### config.mk
export PLATFORM = sky130hd
export DESIGN_NAME = tone_player
export DESIGN_NICKNAME = d
export VERILOG_FILES = /design/src/rtl/sound_pkg.sv /design/src/rtl/tone_player_square_wave_gen.sv /design/src/rtl/tone_player.sv
export SDC_FILE = /design/constraint.sdc
export NUM_CORES = 1
export LEC_CHECK = 0
export CAP_MARGIN = 10
export CELL_PAD_IN_SITES_DETAIL_PLACEMENT = 0
export CELL_PAD_IN_SITES_GLOBAL_PLACEMENT = 2
export CORE_ASPECT_RATIO = 1.5
export CORE_UTILIZATION = 42
export CTS_BUF_LIST = sky130_fd_sc_hd__clkbuf_8
export CTS_CLUSTER_DIAMETER = 60
export DETAILED_ROUTE_END_ITERATION = 10
export PLACE_DENSITY = 0.95
export SLEW_MARGIN = 30
export SYNTH_ARGS = -nofsm -noshare
export SYNTH_HDL_FRONTEND = slang
export SYNTH_SLANG_ARGS = --single-unit
### constraint.sdc
create_clock -name clk -period 6.1 [get_ports clk]
set_clock_uncertainty 0.15 [all_clocks]
set_input_delay 0.61 -clock clk [delete_from_list [all_inputs] [get_ports clk]]
set_output_delay 0.61 -clock clk [all_outputs]
set_load 0.005 [all_outputs]
### src/rtl/sound_pkg.sv
// Shared sound definitions: tone codes, note half-periods and the jingle ROM
// used by the event controller and the tone player.
package sound_pkg;

    localparam int HALF_W = 17;
    localparam int DUR_W  = 8;
    localparam int LEN_W  = 3;
    localparam int IDX_W  = 2;

    typedef enum logic [1:0] {
        ST_IDLE = 2'd0,
        ST_PLAY = 2'd1,
        ST_GAP  = 2'd2
    } state_t;

    // Half-periods in 50 MHz clocks
    localparam logic [HALF_W-1:0] HP_A3 = 17'd113636;
    localparam logic [HALF_W-1:0] HP_A4 = 17'd56818;
    localparam logic [HALF_W-1:0] HP_C5 = 17'd47778;
    localparam logic [HALF_W-1:0] HP_E5 = 17'd37922;
    localparam logic [HALF_W-1:0] HP_G5 = 17'd31888;
    localparam logic [HALF_W-1:0] HP_C6 = 17'd23889;

    localparam logic [3:0] TONE_HIT       = 4'd1;
    localparam logic [3:0] TONE_LEVEL_UP  = 4'd2;
    localparam logic [3:0] TONE_GAME_OVER = 4'd3;
    localparam logic [3:0] TONE_HEART     = 4'd4;
    localparam logic [3:0] TONE_DIAMOND   = 4'd5;
    localparam logic [3:0] TONE_SHOOT     = 4'd6;

    typedef struct packed {
        logic [HALF_W-1:0] half;
        logic [DUR_W-1:0]  dur;
    } note_t;

    function automatic note_t mk_note(input logic [HALF_W-1:0] half,
                                      input logic [DUR_W-1:0]  dur);
        note_t n;
        n.half = half;
        n.dur  = dur;
        return n;
    endfunction

    function automatic logic is_jingle(input logic [3:0] code);
        return (code >= TONE_HIT) && (code <= TONE_SHOOT);
    endfunction

    function automatic logic [LEN_W-1:0] jingle_len(input logic [3:0] code);
        case (code)
            TONE_HIT:       return 3'd2;
            TONE_LEVEL_UP:  return 3'd4;
            TONE_GAME_OVER: return 3'd3;
            TONE_HEART:     return 3'd2;
            TONE_DIAMOND:   return 3'd3;
            default:        return 3'd1;
        endcase
    endfunction

    function automatic note_t jingle_note(input logic [3:0]       code,
                                          input logic [IDX_W-1:0] idx);
        note_t n;
        n = mk_note('0, 8'd1);
        case (code)
            TONE_HIT:
                n = (idx == 2'd0) ? mk_note(HP_A4, 8'd100) : mk_note(HP_A3, 8'd150);
            TONE_LEVEL_UP:
                case (idx)
                    2'd0:    n = mk_note(HP_C5, 8'd80);
                    2'd1:    n = mk_note(HP_E5, 8'd80);
                    2'd2:    n = mk_note(HP_G5, 8'd80);
                    default: n = mk_note(HP_C6, 8'd80);
                endcase
            TONE_GAME_OVER:
                case (idx)
                    2'd0:    n = mk_note(HP_G5, 8'd250);
                    2'd1:    n = mk_note(HP_E5, 8'd250);
                    default: n = mk_note(HP_C5, 8'd250);
                endcase
            TONE_HEART:
                n = (idx == 2'd0) ? mk_note(HP_E5, 8'd60) : mk_note(HP_G5, 8'd60);
            TONE_DIAMOND:
                n = (idx == 2'd1) ? mk_note(HP_G5, 8'd50) : mk_note(HP_C6, 8'd50);
            TONE_SHOOT:
                n = mk_note(HP_C6, 8'd30);
            default: ;
        endcase
        return n;
    endfunction

endpackage

### src/rtl/tone_player_square_wave_gen.sv
// Square-wave generator: toggles its output every `half` clocks while run is
// high; a zero half-period is a rest and holds the output low.
module square_wave_gen #(
    parameter int HP_W = 17
) (
    input  logic            clk,
    input  logic            resetN,
    input  logic            run,
    input  logic [HP_W-1:0] half,
    output logic            wave
);

    logic [HP_W-1:0] cnt_q, cnt_d;
    logic            wave_q, wave_d;

    always_comb begin
        // NOTE: defaults first so every path assigns cnt_d/wave_d; a missing branch would infer a latch.
        cnt_d  = cnt_q;
        wave_d = wave_q;
        if (!run || half == '0) begin
            cnt_d  = '0;
            wave_d = 1'b0;
        end else if (cnt_q >= half - 1'b1) begin
            cnt_d  = '0;
            wave_d = ~wave_q;
        end else begin
            cnt_d = cnt_q + 1'b1;
        end
    end

    // NOTE: state updates use <= so all flops sample pre-edge values; reset is synchronous to clk.
    always_ff @(posedge clk) begin
        if (!resetN) begin
            cnt_q  <= '0;
            wave_q <= 1'b0;
        end else begin
            cnt_q  <= cnt_d;
            wave_q <= wave_d;
        end
    end

    assign wave = wave_q;

endmodule

### src/rtl/tone_player.sv
// Plays the jingle selected by a tone code once per trigger, as a square wave
// with silent gaps between notes.
module tone_player
    import sound_pkg::*;
#(
    parameter int HP_W   = 17,
    parameter int GAP_MS = 10
) (
    input  logic       clk,
    input  logic       resetN,
    input  logic       enable,
    input  logic [3:0] tone,
    input  logic       oneMsPulse,
    output logic       audio_out,
    output logic       busy,
    output logic [1:0] note_idx
);

    localparam logic [DUR_W-1:0] GAP_LAST = DUR_W'(GAP_MS - 1);

    state_t           state_q, state_d;
    logic             busy_q, busy_d;
    logic             prev_enable_q, prev_enable_d;
    logic [3:0]       cur_tone_q, cur_tone_d;
    logic [IDX_W-1:0] note_idx_q, note_idx_d;
    logic [DUR_W-1:0] ms_cnt_q, ms_cnt_d;

    note_t            cur_note;
    logic             last_note;
    logic             trig;
    logic             wave_run;

    assign cur_note  = jingle_note(cur_tone_q, note_idx_q);
    assign last_note = (LEN_W'(note_idx_q) == jingle_len(cur_tone_q) - 3'd1);

    // A held code never retriggers; only a fresh enable or a different code does
    assign trig = enable && is_jingle(tone) && (!prev_enable_q || tone != cur_tone_q);

    always_comb begin
        state_d       = state_q;
        cur_tone_d    = cur_tone_q;
        note_idx_d    = note_idx_q;
        ms_cnt_d      = ms_cnt_q;
        prev_enable_d = enable;

        if (!enable) begin
            state_d    = ST_IDLE;
            cur_tone_d = 4'd0;
        end else if (trig) begin
            state_d    = ST_PLAY;
            cur_tone_d = tone;
            note_idx_d = '0;
            ms_cnt_d   = '0;
        end else begin
            case (state_q)
                ST_PLAY: begin
                    if (oneMsPulse) begin
                        if (ms_cnt_q == cur_note.dur - DUR_W'(1)) begin
                            state_d  = last_note ? ST_IDLE : ST_GAP;
                            ms_cnt_d = '0;
                        end else begin
                            ms_cnt_d = ms_cnt_q + DUR_W'(1);
                        end
                    end
                end
                ST_GAP: begin
                    if (oneMsPulse) begin
                        if (ms_cnt_q == GAP_LAST) begin
                            state_d    = ST_PLAY;
                            ms_cnt_d   = '0;
                            note_idx_d = note_idx_q + IDX_W'(1);
                        end else begin
                            ms_cnt_d = ms_cnt_q + DUR_W'(1);
                        end
                    end
                end
                default: ;
            endcase
        end

        busy_d = (state_d != ST_IDLE);
    end

    // Clearing the generator on the edge that leaves PLAY or restarts keeps audio low outside notes
    assign wave_run = (state_q == ST_PLAY) && (state_d == ST_PLAY) && !trig;

    always_ff @(posedge clk) begin
        if (!resetN) begin
            state_q       <= ST_IDLE;
            busy_q        <= 1'b0;
            prev_enable_q <= 1'b0;
            cur_tone_q    <= 4'd0;
            note_idx_q    <= '0;
            ms_cnt_q      <= '0;
        end else begin
            state_q       <= state_d;
            busy_q        <= busy_d;
            prev_enable_q <= prev_enable_d;
            cur_tone_q    <= cur_tone_d;
            note_idx_q    <= note_idx_d;
            ms_cnt_q      <= ms_cnt_d;
        end
    end

    square_wave_gen #(
        .HP_W (HP_W)
    ) u_wave (
        .clk    (clk),
        .resetN (resetN),
        .run    (wave_run),
        .half   (HP_W'(cur_note.half)),
        .wave   (audio_out)
    );

    assign busy     = busy_q;
    assign note_idx = note_idx_q;

endmodule

Yosys cells after proc, flatten, opt, wreduce, memory -nomap -nowiden
Index checks and enable logic that the tools add are counted.
- bits in registers: 36
- input bits: 8
- output and inout bits: 4
- logic and storage cells: 85
- add/subtract/negate cells: 6
- magnitude comparators: 3
- eq/ne operators: 17
- mux-type cells: 25
- bitwise logic cells: 2
- reduce and logical (&&, ||, !) cells: 24
- operators with widths (kind ; number):
    $pmux 25 s6 ; 1
    $pmux 24 s3 ; 1
    $pmux 24 s2 ; 1
    $mux 8 ; 5
    $mux 25 ; 1
    $mux 24 ; 1
    $mux 2 ; 11
    $mux 22 ; 1
    $add 17x1->17 const B ; 1
    $ge 17x17->1 ; 1
    $logic_not 17->1 ; 1
    $sub 17x1->17 const B ; 1
    $pmux 8 s2 ; 1
    $eq 4x3->1 const B ; 3
    $pmux 3 s3 ; 1
    $add 8x1->8 const B ; 1
    $eq 4x2->1 const B ; 2
    $eq 8x4->1 const B ; 1
    $eq 8x8->1 ; 1
    $reduce_and 4->1 ; 2
    $reduce_bool 2->1 ; 4
    $sub 8x1->8 const B ; 1
    $eq 2x1->1 const B ; 3
    $ne 3x3->1 const B ; 2
    other kinds (18) ; 29

Longest topological paths before layout
Gate-level depths: netlist of the first run.
- depth after elaboration: 17
- depth in mapped cells: 19
- gate-level depth less buffers: 18

By module
A second synthesis of the first run with hierarchy kept.
- cell total of the unflattened synthesis: 438
- area total of the unflattened synthesis: 3417.0 um2
- modules (own cells, without submodules) (module ; instances ; cells each ; area each (um2) ; seq. area each (um2)):
    tone_player ; 1 ; 267 ; 1961.9 ; 360.3
    square_wave_gen ; 1 ; 171 ; 1455.1 ; 360.3

Worst setup path before layout of the first run
OpenSTA, ideal clock, no wires.
- path kind: register to register
- start point: reg note_idx_q[0] (netlist: note_idx[0])
- end point: reg u_wave.cnt_q[7]
- library setup time: 0.142 ns
- data arrival time: 3.741 ns
- data required time: 5.808 ns
- setup slack: 2.067 ns
- cell stages (with the launch flop): 17
- period minus slack after synthesis: 4.033 ns
- cell sequence: dfxtp_1 -> inv_1 -> ha_1 -> clkbuf_1 -> o21ai_0 -> or3b_1 -> nor3_1 -> nand2_1 -> o31a_1 -> ha_1 -> nand4_1 -> nor2_1 -> o21ai_0 -> a31o_2 -> o2111ai_1 -> clkbuf_1 -> nor4_1
- cells in the longest elaborated chain, start to end: 16
- elaborated cells between the ends (all ways): 27
- those cells by class: add/sub: 2; order compare: 1; eq/ne: 5; mux: 12; reduce/logical: 7
- RTL lines (element ; line ; text):
    start: declaration ; tone_player.sv:25 ; logic [IDX_W-1:0] note_idx_q, note_idx_d;
    start signal: assignment ; tone_player.sv:100 ; note_idx_q <= note_idx_d;
    $logic_not 2->1 ; n/a ;
    $mux 25 ; sound_pkg.sv:65 ; n = (idx == 2'd0) ? mk_note(HP_A4, 8'd100) : mk_note(HP_A3, 8'd150);
    $pmux 25 s6 ; sound_pkg.sv:63 ; case (code)
    $sub 8x1->8 ; tone_player.sv:58 ; if (ms_cnt_q == cur_note.dur - DUR_W'(1)) begin
    $eq 8x8->1 ; tone_player.sv:58 ;
    $mux 2 ; tone_player.sv:58 ;
    $mux 2 ; tone_player.sv:57 ; if (oneMsPulse) begin
    $pmux 2 s2 ; tone_player.sv:55 ; case (state_q)
    $mux 2 ; tone_player.sv:49 ; end else if (trig) begin
    $mux 2 ; tone_player.sv:46 ; if (!enable) begin
    $eq 2x1->1 ; tone_player.sv:85 ; assign wave_run = (state_q == ST_PLAY) && (state_d == ST_PLAY) && !trig;
    $logic_and 1x1->1 (2 in series) ; tone_player.sv:85 ;
    $logic_not 1->1 ; tone_player_square_wave_gen.sv:20 ; if (!run || half == '0) begin
    $logic_or 1x1->1 ; tone_player_square_wave_gen.sv:20 ;
    $reduce_or 3->1 (no source line) (*) ; n/a ;
    end signal: assignment ; tone_player_square_wave_gen.sv:37 ; cnt_q <= cnt_d;
    end: declaration ; tone_player_square_wave_gen.sv:13 ; logic [HP_W-1:0] cnt_q, cnt_d;
Mark *: on every way between the ends. The rest lies on a longest branch, timed or not.
A chain may end at the register's enable or synchronous reset.

Worst setup path in the final report of the first run
- start point: reg note_idx_q[0] (netlist: note_idx[0])
- end point: reg u_wave.wave_q (netlist: u_wave.wave)
- cells in the longest elaborated chain, start to end: 16
- elaborated cells between the ends (all ways): 27
- those cells by class: add/sub: 2; order compare: 1; eq/ne: 5; mux: 12; reduce/logical: 7
- RTL lines (element ; line ; text):
    $logic_not 2->1 ; n/a ;
    $mux 25 ; sound_pkg.sv:65 ;
    $pmux 25 s6 ; sound_pkg.sv:63 ;
    $sub 8x1->8 ; tone_player.sv:58 ;
    $eq 8x8->1 ; tone_player.sv:58 ;
    $mux 2 ; tone_player.sv:58 ;
    $mux 2 ; tone_player.sv:57 ;
    $pmux 2 s2 ; tone_player.sv:55 ;
    $mux 2 ; tone_player.sv:49 ;
    $mux 2 ; tone_player.sv:46 ;
    $eq 2x1->1 ; tone_player.sv:85 ;
    $logic_and 1x1->1 (2 in series) ; tone_player.sv:85 ;
    $logic_not 1->1 ; tone_player_square_wave_gen.sv:20 ;
    $logic_or 1x1->1 ; tone_player_square_wave_gen.sv:20 ;
    $reduce_or 2->1 (no source line) ; n/a ;
    end signal: assignment ; tone_player_square_wave_gen.sv:38 ; wave_q <= wave_d;
    end: declaration ; tone_player_square_wave_gen.sv:14 ; logic wave_q, wave_d;
Several ways; a longest one is shown, not always the timed one.

==> results.toml, run 1 <==
[yosys]
synth_top_flop_cell = "dfxtp_1"
ys_seq_area_share_pct = 22.56
ys_seq_elements = 36
syn_area_per_cell_um2 = 8.128
synth_top_area_share_pct = 22.56
ys_top_cells_by_area = "dfxtp_1 23%, ha_1 12%, nor2_1 5.2%, xnor2_1 4.7%, nor4_2 3.9%"
synthArstFlopShare_pct = 0
synth_most_common_cell = "nor2_1"
ys_warn_count = 0
synth_cell_types = 63
synth_largest_area_cell = "dfxtp_1"
synth_fp_nets = 432
synthCells = 393
synth_edf_count = 0
syn_area_um2 = 3194
synthTopCellsByCount = "44 x nor2_1, 36 x dfxtp_1, 31 x ha_1"

[run_status]
status = "finished, final reports clean"

[place]
dp_hpwl_um = 6093
io_buffers = 11
place.gp.congestion = 0.8900
dp_slack_ns = 1.583

[setup_path]
path_class = "reg2reg"
setup.worst_path.end_class = "flop"
cp_data_arrival_time_ns = 4.61
required_ns = 6.11
start_kind = "flop"
critPathMaxFanout = 18

[routing]
routed_wl_um = 8085
drt_drc_violations_left = 0
wl_per_cell_um = 16.30
vias_per_cell = 5.712
drt_iter0_drc = 155
drtAntennaViolNets = 0
via_count = 2833
first_pass_iters = 4

[grt]
gr-usage-all-layers_pct = 21.72
grt_max_degree = 32
grt_pass1_wl_um = 13220
grt_overflow = 0
grt_pass1_vias = 2665
antenna_found_initial = 0

[clocking]
h-tree-depth = 2
clockBufferDepth = 2
cts-buffers-inserted = 5
cts_tree = "yes"
clock_latency_ns = 0.30
cts_root_buf = "clkbuf_8"
clkSinkCount = 36
ctsHoldBuffers = 0
cts_resized = 0
post-cts-setup-buffer-count = 0
cts.clk_slew.worst_paths_ns = 0.08

[floorplanning]
rows = 38
initial_utilization_pct = 43.91
core_um2 = 7274
die_w_um = 73.21
die_area_um2 = 7965
dieHeight_um = 108.8
io_pins = 12

[sta]
fmax_mhz = 217.2
slew-limit-headroom_pct = 38.58
hold_viol = 0
layout_setup_ws_ns = 1.497
setup_viol = 0
fin_crit_sh_pct = 75.46
max_slew.worst_pin.slew_ns = 0.9200
timing.hold.ws_ns = 0.3811
slew_viol_final = 0
setup-tns-final_ns = 0
rsz0062_at_grt = "no"
period_minus_slack_ns = 4.603

[pwr]
power_uw = 547.0
powerDensity_nw_per_um2 = 157.8
ir_worst_vdd_mv = 0.09740
p_leak_uw = 0.001242

[worst_hold_path]
min_path_type = "reg2reg"

[finish]
final_nets = 434
drive_gt1_share_pct = 9.343
multi_input_area_um2 = 2306
fill_cells = 735
area_growth_pct = 8.539
final_util_pct = 47.66
diodes = 0
regArea_um2 = 720.7

[flow_run]
drv_cap = 0
-- registers in the layout (all words and copies together) (netlist names) --
register	flops
busy	1
cur_tone_q	4
ms_cnt_q	8
note_idx	2
prev_enable_q	1
state_q	2
u_wave.cnt_q	17
u_wave.wave	1
-- worst max-delay path: stages, from the launching register on --
cell and delay [ns]:
dfxtp_1 0.35, inv_1 0.19, ha_1 0.54, or4bb_1 0.53
a21oi_1 0.18, nor2_1 0.10, ha_1 0.20, ha_1 0.22
xnor2_1 0.14, ha_1 0.29, and3_1 0.17, o21a_1 0.10
o311ai_0 0.37, a31o_2 0.25, o2111ai_4 0.33, xnor2_1 0.28
nor3_1 0.06
-- power by group --
group	total [uW]	switching [uW]	internal (uW)
sequential	241	4.49	237
clock	224	101	123
combinational	81.4	48.0	33.5
total	547	153	394
-- per-layer routing --
metal  wire length, um  track usage, %  vias to the layer above
li1                  -               -                     1431
met1              3437           24.82                     1358
met2              4412           40.67                       37
met3               127           2.680                        7
met4               108           7.143                        0
met5                 0               0                        -
-- path summary, 6_finish.rpt --
check             slack [ns]            start  depth (start not counted)         endpoint
setup / recovery        1.50      note_idx[0]                         16      u_wave.wave
hold reg to reg         0.38  u_wave.cnt_q[0]                          1  u_wave.cnt_q[0]
hold / removal          0.38  u_wave.cnt_q[0]                          1  u_wave.cnt_q[0]
setup reg to reg        1.50      note_idx[0]                         16      u_wave.wave
-- layout by cell type, fill, tap and decap left out, types with 3 or more instances in the layout --
cell              n
nor2_1           44
dfxtp_1          36
ha_1             31
nand2_1          29
a21oi_1          23
o21ai_0          20
inv_1            19
xnor2_1          17
xor2_1           14
nand3_1          14
nor3_1           12
clkdlybuf4s50_1  11
nor4_2           10
nor4_1            9
nor2b_1           9
nand4_1           9
and3_1            7
nand2b_1          5
clkbuf_8          5
a31oi_1           4
a21o_1            4
and2_1            4
nor4b_1           3
a211oi_1          3
-- metrics by stage --
step                instance area [um2]  cells
CTS                                3467    496
global placement                   3341    488
floorplan                          3194    393
finish                             3467    496
global route                       3467    496
detailed placement                 3352    488
-- cell families (layout without fill, tap and decap cells) --
family / Yosys count / after routing / synth area share (%)
AND/OR/NAND/NOR: 169 / 169 / 30.83
AO/OA/AOI/OAI: 86 / 86 / 19.35
buffers and inverters: 38 / 41 / 5.993
flip-flops: 36 / 36 / 22.56
adder cells (fa/ha/maj): 31 / 31 / 12.14
XOR/XNOR: 31 / 31 / 8.500
multiplexers: 2 / 2 / 0.6267
-- layout make-up --
class	count	share of cell area (%)
repair buffers	13	3.609
flip-flops and latches	36	20.79
well taps	100	3.609
clock inverters	3	1.335
inverters	20	2.165
clock buffers	5	1.985
multi-input cells	319	66.51
Note: power is estimated with default switching activity, not from simulation.
==> inputs of run 2 (changes only) <==
--- a/config.mk
+++ b/config.mk
@@ -9,11 +9,11 @@
 export CELL_PAD_IN_SITES_DETAIL_PLACEMENT = 0
 export CELL_PAD_IN_SITES_GLOBAL_PLACEMENT = 2
 export CORE_ASPECT_RATIO = 1.5
-export CORE_UTILIZATION = 42
+export CORE_UTILIZATION = 35
 export CTS_BUF_LIST = sky130_fd_sc_hd__clkbuf_8
 export CTS_CLUSTER_DIAMETER = 60
 export DETAILED_ROUTE_END_ITERATION = 10
-export PLACE_DENSITY = 0.95
+export PLACE_DENSITY = 0.88
 export SLEW_MARGIN = 30
 export SYNTH_ARGS = -nofsm -noshare
 export SYNTH_HDL_FRONTEND = slang
==> constraint.sdc (replaced) <==
create_clock -name clk -period 3.9 [get_ports clk]
set_clock_uncertainty 0.15 [all_clocks]
set_input_delay 0.39 -clock clk [delete_from_list [all_inputs] [get_ports clk]]
set_output_delay 0.39 -clock clk [all_outputs]
set_load 0.005 [all_outputs]
==> results.toml, run 2 (same netlist as run 1, synthesis figures left out) <==
[finish]
regArea_um2 = 725.7
area_growth_pct = 17.55
multi_input_area_um2 = 2419
reg_top3 = "u_wave.cnt_q x17, ms_cnt_q x8, cur_tone_q x4"
diodes = 0
layout_commonest_cell = "nor2_1"
fill_cells = 898
stdcell_area_um2 = 3755
mostFrequentLayoutCells = "41 x nor2_1, 32 x dfxtp_1, 29 x nand2_1"
drive_gt1_share_pct = 18.99
stdcell_count = 526
final_nets = 455
top_register = "u_wave.cnt_q"
largest_reg_flops = 17

[worst_hold_path]
hold_end = "u_wave.cnt_q[0]"
min_path_type = "reg2reg"
whs_path_depth = 1
min_from = "u_wave.cnt_q[0]"

[routing]
drtAntennaViolNets = 0
wl_per_cell_um = 16.34
via_count = 2904
vias_per_cell = 5.521
drt_drc_violations_left = 0
first_pass_iters = 4
routed_wl_um = 8596
drt_iter0_drc = 250

[sta]
setup_viol = 0
fmax_mhz = 268.4
fin_crit_sh_pct = 95.54
timing.hold.ws_ns = 0.3766
slew-limit-headroom_pct = 48.92
hold_viol = 0
period_minus_slack_ns = 3.726
layout_setup_ws_ns = 0.1738
slew_viol_final = 0
max_slew.worst_pin.slew_ns = 0.7633

[place]
place.gp.congestion = 0.8488
dp_hpwl_um = 6539
dp_cells = 518
io_buffers = 11
post_dp_cell_area_um2 = 3503
dp_slack_ns = 0.07602

[grt]
grt_pass1_wl_um = 14100
antenna_found_initial = 0
grt_max_degree = 24
gr-usage-all-layers_pct = 19.02
grt_pass1_vias = 2917
grt_overflow = 0

[clocking]
cts_tree = "yes"
h-tree-depth = 2
clockBufferDepth = 2
clkSinkCount = 36
cts-buffers-inserted = 5
cts_root_buf = "clkbuf_8"
cts.clk_slew.worst_paths_ns = 0.08
clock_latency_ns = 0.30
ctsHoldBuffers = 0
post-cts-setup-buffer-count = 0
cts_resized = 0

[setup_path]
crit_chain = "inv_1 -> ha_1 -> buf_4 -> nand2b_1 -> o211ai_1 -> o21ai_1 -> nor2_2 -> and2_4 -> nor2b_1 -> xnor2_1 -> ha_1 -> a21o_1 -> a21o_1 -> a21oi_2 -> o2111ai_4 -> buf_4 -> nor4b_2"
cpMaxStageDelayCell = "o21ai_1"
start_kind = "flop"
ff2ff_setup_slack_ns = 0.17
r2r_start = "note_idx[0]"
critPathMaxStageDelay_ns = 0.37
cp_data_arrival_time_ns = 3.79
required_ns = 3.96
reg2reg_depth = 17
path_class = "reg2reg"
r2r-end = "u_wave.cnt_q[1]"
setup.worst_path.end_class = "flop"
critPathMaxFanout = 15

[floorplanning]
rows = 42
die_area_um2 = 9520
dieHeight_um = 119.0
core_um2 = 8828
io_pins = 12
initial_utilization_pct = 36.18
die_w_um = 80

[pwr]
combinationalPowerShare_pct = 17.5
p_int_uw = 589.1
pwr-share-seq_pct = 46.3
p_leak_uw = 0.001362
ir_worst_vdd_mv = 0.1678
switching_share_pct = 27.60
p_clk_share_pct = 36.3
switchingPower_uw = 224.6
powerDensity_nw_per_um2 = 216.7

[run_status]
status = "finished, final reports clean"

[flow_run]
drv_cap = 0
run 2: final cells by class:
type | count | area share [%]
clock buffer | 7 | 2.566
multi-input combinational | 319 | 64.41
tap | 110 | 3.665
timing repair buffer | 34 | 8.031
sequential | 36 | 19.33
inverter | 20 | 1.999
run 2: power by group through the flow:
stage	combinational (uW)	sequential [uW]	clock, uW
after floorplan	95.5	382	0
after global placement	133	385	0
after detailed placement	134	385	0
after CTS	136	376	307
after global routing	158	377	320
final	142	377	295
run 2: how the worst max path moves through the flow:
| stage | slack (ns) | end | cells after the start | startpoint |
|---|---|---|---|---|
| after detailed placement | 0.08 | u_wave.cnt_q[2] | 16 | note_idx[0] |
| after CTS | 0.03 | u_wave.cnt_q[2] | 16 | note_idx[0] |
| after global routing | -0.02 | u_wave.cnt_q[9] | 15 | cur_tone_q[0] |
| after floorplan | 0.06 | u_wave.cnt_q[7] | 16 | note_idx[0] |
| final | 0.17 | u_wave.cnt_q[1] | 17 | note_idx[0] |
| after global placement | 0.16 | u_wave.cnt_q[16] | 16 | note_idx[0] |
run 2: worst max-delay path, delay by kind of cell, from the launching register on:
family / cells / cell delay (ns)
AOI/OAI and AO/OA: 6 / 1.23
and+or+nand+nor: 5 / 0.79
adders and majority gates: 2 / 0.48
buffers and inverters: 3 / 0.47
DFF: 1 / 0.33
xor gates and xnor gates: 1 / 0.19
run 2: metrics by stage:
| stage | setup TNS (ns) | util, % | total power (uW) |
|---|---|---|---|
| 5_1_grt | -0.1197 | 42.53 | 855.7 |
| 2_1_floorplan | 0 | - | 477.4 |
| 3_3_place_gp | 0 | 39.68 | 518.0 |
| 4_1_cts | 0 | 40.77 | 818.5 |
| 3_5_place_dp | 0 | 39.68 | 519.1 |
| 6_report | 0 | 42.53 | 813.7 |
run 2: routing by layer:
layer  wire length, um  track usage (%)  share of wire [%]
met1              3558            21.46                 41
met2              4688            35.31                 55
met3               201            3.448                2.3
met4               147            5.469                1.7
met5                 0                0                  0
